<file path="src/rtl/bus_sync_tx_arbiter_pkg.sv">
// Shared types and constants for the DATA_SYNC transmit-side arbiter.
// The FSM state encoding and the counter-width helper live here.
package bus_sync_tx_arbiter_pkg;

  localparam int DEF_NUM_REQ     = 4;
  localparam int DEF_BUS_WIDTH   = 8;
  localparam int DEF_HOLD_CYCLES = 3;
  localparam int DEF_ACK_TIMEOUT = 16;

  typedef enum logic [1:0] {
    ST_IDLE    = 2'd0,
    ST_SEND    = 2'd1,
    ST_RELEASE = 2'd2
  } state_t;

  // One spare bit above the timeout range so the compare never sees a wrap.
  function automatic int cnt_width(input int timeout);
    return $clog2(timeout) + 1;
  endfunction

endpackage

</file>
<file path="src/rtl/bus_sync_tx_arbiter_if.sv">
// Requester/crossing bundle between the requesters, the arbiter and the DATA_SYNC link.
// slave = arbiter side, master = requester/crossing side.
interface bus_sync_tx_arbiter_if
  import bus_sync_tx_arbiter_pkg::*;
#(
  parameter int NUM_REQ   = DEF_NUM_REQ,
  parameter int BUS_WIDTH = DEF_BUS_WIDTH
);

  logic [NUM_REQ-1:0]           req;
  logic [NUM_REQ*BUS_WIDTH-1:0] req_data;
  logic [NUM_REQ-1:0]           grant;
  logic [BUS_WIDTH-1:0]         unsync_bus;
  logic                         bus_enable;
  logic                         ack_sync;
  logic                         busy;
  logic                         timeout_err;

  modport slave (
    input  req, req_data, ack_sync,
    output grant, unsync_bus, bus_enable, busy, timeout_err
  );

  modport master (
    output req, req_data, ack_sync,
    input  grant, unsync_bus, bus_enable, busy, timeout_err
  );

endinterface

</file>
<file path="src/rtl/bus_sync_tx_arbiter_rr_arbiter.sv">
// Combinational round-robin picker: first set request strictly after ptr, wrapping.
// Produces a one-hot winner, its index and a valid flag.
module rr_arbiter
  import bus_sync_tx_arbiter_pkg::*;
#(
  parameter  int NUM_REQ = DEF_NUM_REQ,
  localparam int IDXW    = $clog2(NUM_REQ)
) (
  input  logic [NUM_REQ-1:0] req,
  input  logic [IDXW-1:0]    ptr,
  output logic [NUM_REQ-1:0] winner,
  output logic [IDXW-1:0]    index,
  output logic               valid
);

  logic [IDXW-1:0] cand;

  // Walk from the farthest candidate back to ptr+1 so the nearest one overrides.
  always_comb begin
    winner = '0;
    index  = '0;
    valid  = 1'b0;
    cand   = '0;
    for (int k = NUM_REQ; k >= 1; k--) begin
      cand = IDXW'((int'(ptr) + k) % NUM_REQ);
      if (req[cand]) begin
        winner       = '0;
        winner[cand] = 1'b1;
        index        = cand;
        valid        = 1'b1;
      end
    end
  end

endmodule

</file>
<file path="src/rtl/bus_sync_tx_arbiter.sv">
// Source-side controller sharing one DATA_SYNC crossing among NUM_REQ requesters:
// round-robin pick, registered word/enable, four-phase handshake with hold and timeout.
module bus_sync_tx_arbiter
  import bus_sync_tx_arbiter_pkg::*;
#(
  parameter int NUM_REQ     = DEF_NUM_REQ,
  parameter int BUS_WIDTH   = DEF_BUS_WIDTH,
  parameter int HOLD_CYCLES = DEF_HOLD_CYCLES,
  parameter int ACK_TIMEOUT = DEF_ACK_TIMEOUT
) (
  input logic                 clk,
  input logic                 rst,
  bus_sync_tx_arbiter_if.slave bus
);

  localparam int IDXW = $clog2(NUM_REQ);
  localparam int CNTW = cnt_width(ACK_TIMEOUT);
  localparam logic [CNTW-1:0] HOLD_LAST    = CNTW'(HOLD_CYCLES - 1);
  localparam logic [CNTW-1:0] TIMEOUT_LAST = CNTW'(ACK_TIMEOUT - 1);
  localparam logic [IDXW-1:0] PTR_RESET    = IDXW'(NUM_REQ - 1);

  state_t               state_reg, state_next;
  logic [IDXW-1:0]      ptr_reg, ptr_next;
  logic [CNTW-1:0]      cnt_reg, cnt_next;
  logic [NUM_REQ-1:0]   grant_reg, grant_next;
  logic [BUS_WIDTH-1:0] data_reg, data_next;
  logic                 enable_reg, enable_next;
  logic                 timeout_reg, timeout_next;

  logic [BUS_WIDTH-1:0] words [NUM_REQ];
  logic [NUM_REQ-1:0]   win_onehot;
  logic [IDXW-1:0]      win_index;
  logic                 win_valid;

  for (genvar gi = 0; gi < NUM_REQ; gi++) begin : g_words
    assign words[gi] = bus.req_data[gi*BUS_WIDTH +: BUS_WIDTH];
  end

  rr_arbiter #(.NUM_REQ(NUM_REQ)) u_rr (
    .req    (bus.req),
    .ptr    (ptr_reg),
    .winner (win_onehot),
    .index  (win_index),
    .valid  (win_valid)
  );

  always_ff @(posedge clk) begin
    if (!rst) begin
      state_reg   <= ST_IDLE;
      ptr_reg     <= PTR_RESET;
      cnt_reg     <= '0;
      grant_reg   <= '0;
      data_reg    <= '0;
      enable_reg  <= 1'b0;
      timeout_reg <= 1'b0;
    end else begin
      state_reg   <= state_next;
      ptr_reg     <= ptr_next;
      cnt_reg     <= cnt_next;
      grant_reg   <= grant_next;
      data_reg    <= data_next;
      enable_reg  <= enable_next;
      timeout_reg <= timeout_next;
    end
  end

  always_comb begin
    state_next   = state_reg;
    ptr_next     = ptr_reg;
    cnt_next     = cnt_reg;
    grant_next   = '0;
    data_next    = data_reg;
    enable_next  = enable_reg;
    timeout_next = 1'b0;
    case (state_reg)
      ST_IDLE: begin
        if (win_valid) begin
          grant_next  = win_onehot;
          data_next   = words[win_index];
          ptr_next    = win_index;
          enable_next = 1'b1;
          cnt_next    = '0;
          state_next  = ST_SEND;
        end
      end
      ST_SEND: begin
        // Ack is only honoured once the hold time is met; it beats a simultaneous timeout.
        if (cnt_reg >= HOLD_LAST && bus.ack_sync) begin
          enable_next = 1'b0;
          state_next  = ST_RELEASE;
        end else if (cnt_reg >= TIMEOUT_LAST) begin
          enable_next  = 1'b0;
          timeout_next = 1'b1;
          state_next   = ST_RELEASE;
        end else begin
          cnt_next = cnt_reg + 1'b1;
        end
      end
      ST_RELEASE: begin
        if (!bus.ack_sync) begin
          state_next = ST_IDLE;
        end
      end
      default: begin
        state_next  = ST_IDLE;
        enable_next = 1'b0;
      end
    endcase
  end

  assign bus.grant       = grant_reg;
  assign bus.unsync_bus  = data_reg;
  assign bus.bus_enable  = enable_reg;
  assign bus.busy        = (state_reg != ST_IDLE);
  assign bus.timeout_err = timeout_reg;

endmodule

</file>
<file path="src/flat_wrapper.sv">
// flat-port wrapper written by rule: the top's interface ports become plain ports
module bus_sync_tx_arbiter_flat import bus_sync_tx_arbiter_pkg::*;
#(
  parameter int NUM_REQ     = DEF_NUM_REQ,
  parameter int BUS_WIDTH   = DEF_BUS_WIDTH,
  parameter int HOLD_CYCLES = DEF_HOLD_CYCLES,
  parameter int ACK_TIMEOUT = DEF_ACK_TIMEOUT
)
  (clk, rst, bus_req, bus_req_data, bus_ack_sync, bus_grant, bus_unsync_bus, bus_bus_enable, bus_busy, bus_timeout_err);
  bus_sync_tx_arbiter_if #(.NUM_REQ(NUM_REQ), .BUS_WIDTH(BUS_WIDTH)) bus_i ();
  input logic clk;
  input logic rst;
  input wire logic [$bits(bus_i.req)-1:0] bus_req;
  input wire logic [$bits(bus_i.req_data)-1:0] bus_req_data;
  input wire logic [$bits(bus_i.ack_sync)-1:0] bus_ack_sync;
  output wire logic [$bits(bus_i.grant)-1:0] bus_grant;
  output wire logic [$bits(bus_i.unsync_bus)-1:0] bus_unsync_bus;
  output wire logic [$bits(bus_i.bus_enable)-1:0] bus_bus_enable;
  output wire logic [$bits(bus_i.busy)-1:0] bus_busy;
  output wire logic [$bits(bus_i.timeout_err)-1:0] bus_timeout_err;
  assign bus_i.req = bus_req;
  assign bus_i.req_data = bus_req_data;
  assign bus_i.ack_sync = bus_ack_sync;
  assign bus_grant = bus_i.grant;
  assign bus_unsync_bus = bus_i.unsync_bus;
  assign bus_bus_enable = bus_i.bus_enable;
  assign bus_busy = bus_i.busy;
  assign bus_timeout_err = bus_i.timeout_err;
  bus_sync_tx_arbiter #(.NUM_REQ(NUM_REQ), .BUS_WIDTH(BUS_WIDTH), .HOLD_CYCLES(HOLD_CYCLES), .ACK_TIMEOUT(ACK_TIMEOUT)) u_core (.clk(clk), .rst(rst), .bus(bus_i));
endmodule
</file>
<file path="config.mk">
export PLATFORM = sky130hd
export DESIGN_NAME = bus_sync_tx_arbiter_flat
export DESIGN_NICKNAME = d
export VERILOG_FILES = /design/src/rtl/bus_sync_tx_arbiter_pkg.sv /design/src/rtl/bus_sync_tx_arbiter_if.sv /design/src/rtl/bus_sync_tx_arbiter_rr_arbiter.sv /design/src/rtl/bus_sync_tx_arbiter.sv /design/src/flat_wrapper.sv
export SDC_FILE = /design/constraint.sdc
export NUM_CORES = 1
export LEC_CHECK = 0
export BUFFER_PORTS_ARGS = -buffer_cell sky130_fd_sc_hd__clkbuf_2
export CAP_MARGIN = 30
export CORE_MARGIN = 8
export CORE_UTILIZATION = 45
export DETAILED_ROUTE_END_ITERATION = 6
export PLACE_DENSITY = 0.79
export SLEW_MARGIN = 30
export SYNTH_ARGS = -nofsm -noshare
export SYNTH_HDL_FRONTEND = slang
export SYNTH_HIERARCHICAL = 1
export SYNTH_SLANG_ARGS = --single-unit
</file>
<file path="constraint.sdc">
create_clock -name clk -period 3.3 [get_ports clk]
set_clock_uncertainty 0.05 [all_clocks]
set_input_delay 0.33 -clock clk [delete_from_list [all_inputs] [get_ports clk]]
set_output_delay 0.33 -clock clk [all_outputs]
set_load 0.02 [all_outputs]
</file>
==> results.md <==
- Largest register FFs: 8
- Ant. Diodes: 0
- RSZ-0062 raised after global routing: no
- CP max-delay cell: ha_1
- H-tree depth: 1
- RR Endpoint: u_core/bus.unsync_bus[6]$_SDFFE_PN0P_
- Antenna-violating nets left: 0
- Switch share: 38.1%
- Global-route wire length before repair: 7.46 mm
- Detailed placer's ending HPWL: 3.27 mm
- Crit path largest cell delay: 0.50 ns
- Layout overhead on the synthesized area: 20.8%
- Synthesized area per cell: 8.70 um^2
- Worst-Skew Late Latency: 0.26 ns
- Chip width: 77.9 um
- Initial antenna violation count: 0
- Post-synth EDFFs: 0
- Post-cts repair resize count: 0
- Worst r2r src: u_core/ptr_reg[0]$_SDFFE_PN1P_
- Via count: 1710
- Vias in the first global route: 1692
- Pre-CTS worst setup slack: 0.205 ns
- Tcrit/Tclk final: 86.5%
- Crit path max-delay family: compound AO/OA/AOI/OAI gates
- Gate power share: 50.9%
- Main synth FF type: dfxtp_1
- Yosys reg bits: 23
- Asr flop ratio synth: 0%
- Crit. End Element: flop
- Worst Tran Pin Value: 0.443 ns
- Synth cell types: 55
- Vias/cell: 5.74
- Clock Power Share: 16.6%
- Final wirelength: 4.33 mm
- Longest Clk Path Bufs: 2
- Die Height: 77.9 um
- Final Worst Setup Slack: 0.445 ns
- Post-Syn Nets: 246
- IO Pins: 54
- Hold buffer count at CTS: 0
- CTS tree: yes
- CP arrival: 2.94 ns
- Hold Crit Class: input pin to flop
- Filler cells: 353
- Cell area after synthesis: 1720 um^2
- CTS Root Cell: clkbuf_8
- Seq pwr share: 32.5%
- Kind of start point of the critical path: flop
- Fmax: 350 MHz
- Die area: 6060 um^2
- Most frequent cells in the layout: clkbuf_2 (53), dfxtp_1 (23), mux2i_1 (17), a21oi_1 (16)
- CP Max Fanout: 10
- Hold endpoint: u_core/bus.unsync_bus[5]$_SDFFE_PN0P_
- Row count: 22
- Post-CTS setup buffer count: 0
- Setup violators final: 0
- Internal Dissipation: 0.641 mW
- Routed wire length per instance: 14.5 um
- GPL Wtd Cong: 0.851
- Final hold viol count: 0
- Overall global routing resource usage: 14.1%
- Crit path buffers/inverters: 3
- DRT Pass-1 Iters: 5
- Share of layout cells above drive strength 1: 32.8%
- Largest net degree at the start of global routing: 20
- Max-cap violations: 0
- Net Switching: 0.395 mW
- Req. time, crit path: 3.39 ns
- Crit path kind: flop to flop
- Total power divided by cell area: 498 nW/um^2
- DR iter-0 viols: 147
- Critical path cell sequence: inv_1 -> ha_1 -> mux2_2 -> a21oi_1 -> o32ai_1 -> a211oi_2 -> buf_4 -> buf_4 -> mux2i_1 -> nor3_1 -> a21oi_1 -> o22ai_1
- Mapped Cells: 198
- Core ar.: 3660 um^2
- R2R cell count: 12
- CTS buffer count: 3
- Post-synthesis sequential area ratio: 26.7%
- DRC: 0
- Slew Limit Fails: 0
- Max IR drop VDD: 287 uV
- Status: finished, final reports clean
- Worst relative slew slack: 70.4%
- Hold path cells: 3
- CTS clk-pin slew, worst paths: 0.08 ns
- Final nets: 299
- CTS sink cnt: 23
- Min Tclk post-route: 2.86 ns
- Internal reg-to-reg setup slack: 0.44 ns
- YS warnings: 6
- Commonest non-fill, non-tap cell in the layout: clkbuf_2
- Gr ovfl total: 0
- Post-Route Setup TNS: 0 ns
- Buffers on Ports: 53
- Leakage: 0.992 nW
- Hold_sp: bus_req_data[21]
- Initial Util: 47.1%
[tightest hold or removal path, delay by kind of cell]
family	cells	cell delay [ns]
AOI/OAI and AO/OA	1	0.09
buffers and inverters	1	0.07
muxes	1	0.05
[power groups by stage]
stage | registers (mW) | clock network (mW) | logic, mW
2_1_floorplan | 0.384 | 0 | 0.334
4_1_cts | 0.337 | 0.175 | 0.499
5_1_grt | 0.342 | 0.192 | 0.577
3_5_place_dp | 0.343 | 0 | 0.497
3_3_place_gp | 0.342 | 0 | 0.486
6_report | 0.337 | 0.171 | 0.527
[synth_stat cells, drive strengths merged, types with 2 or more instances]
| cell | n | area [um^2] |
|---|---|---|
| o211a | 2 | 20.0 |
| mux2i | 17 | 170 |
| dfxtp | 23 | 460 |
| nor2 | 7 | 28.8 |
| mux4 | 3 | 75.1 |
| a31oi | 2 | 12.5 |
| nand2 | 8 | 32.5 |
| or3b | 3 | 26.3 |
| o31ai | 2 | 15.0 |
| o22ai | 8 | 50.1 |
| o211ai | 5 | 42.5 |
| nor2b | 3 | 18.8 |
| inv | 12 | 45.0 |
| nand3 | 6 | 30.0 |
| ha | 9 | 113 |
| a21oi | 16 | 80.1 |
| nor3 | 9 | 45.0 |
| clkbuf | 4 | 16.3 |
| o41ai | 2 | 17.5 |
| and3 | 7 | 43.8 |
| a32oi | 4 | 35.0 |
| a2111oi | 2 | 30.0 |
| nor3b | 2 | 15.0 |
| buf | 10 | 68.8 |
| o21ai | 12 | 60.1 |
| a211oi | 3 | 27.5 |
[through the flow]
step	power [mW]	cells	util, %	instance area (um^2)	hold slack, ns
final	1.04	298	56.8	2080	0.277
after global routing	1.11	298	56.8	2080	0.289
after CTS	1.01	294	56.0	2050	0.272
after detailed placement	0.840	290	54.8	2010	0.429
after global placement	0.829	290	54.8	2010	0.397
after floorplan	0.717	198	-	1720	0.450
[logic make-up after synthesis]
kind of cell | after synthesis | synth area share, %
AND/OR/NAND/NOR | 56 | 19.2
AO/OA/AOI/OAI | 63 | 25.1
flip-flops | 23 | 26.7
buffers and inverters | 26 | 7.55
multiplexers | 21 | 14.9
adder cells (fa/ha/maj) | 9 | 6.54
[layout make-up]
| cell class | instances | area, um^2 | share of cell area, % |
|---|---|---|---|
| Clock buffer | 4 | 45.0 | 2.16 |
| Timing Repair Buffer | 62 | 333 | 16.0 |
| Sequential cell | 23 | 460 | 22.1 |
| Tap cell | 48 | 60.1 | 2.89 |
| Inverter | 12 | 45.0 | 2.16 |
| Multi-Input combinational cell | 149 | 1140 | 54.7 |
[worst max-delay path by stage]
stage | end | cells past startpoint | slack, ns | from
after floorplan | u_core/bus.unsync_bus[4]$_SDFFE_PN0P_ | 14 | 0.27 | u_core/ptr_reg[0]$_SDFFE_PN1P_
after global placement | u_core/bus.unsync_bus[7]$_SDFFE_PN0P_ | 11 | 0.34 | u_core/ptr_reg[0]$_SDFFE_PN1P_
after detailed placement | u_core/bus.unsync_bus[6]$_SDFFE_PN0P_ | 11 | 0.20 | u_core/ptr_reg[0]$_SDFFE_PN1P_
after CTS | u_core/bus.unsync_bus[6]$_SDFFE_PN0P_ | 11 | 0.20 | u_core/ptr_reg[0]$_SDFFE_PN1P_
after global routing | u_core/bus.unsync_bus[4]$_SDFFE_PN0P_ | 12 | 0.19 | u_core/ptr_reg[0]$_SDFFE_PN1P_
final | u_core/bus.unsync_bus[6]$_SDFFE_PN0P_ | 12 | 0.44 | u_core/ptr_reg[0]$_SDFFE_PN1P_
[per-layer routing]
| metal | global-route usage [%] | vias to the layer above | part of all wire (%) |
|---|---|---|---|
| met5 | 0 | - | 0 |
| met4 | 2.83 | 0 | 1.0 |
| met3 | 5.18 | 4 | 7.3 |
| met2 | 23.0 | 61 | 44 |
| met1 | 17.4 | 788 | 47 |
| li1 | - | 857 | - |
No activity file was read; power rests on OpenSTA's default activity.
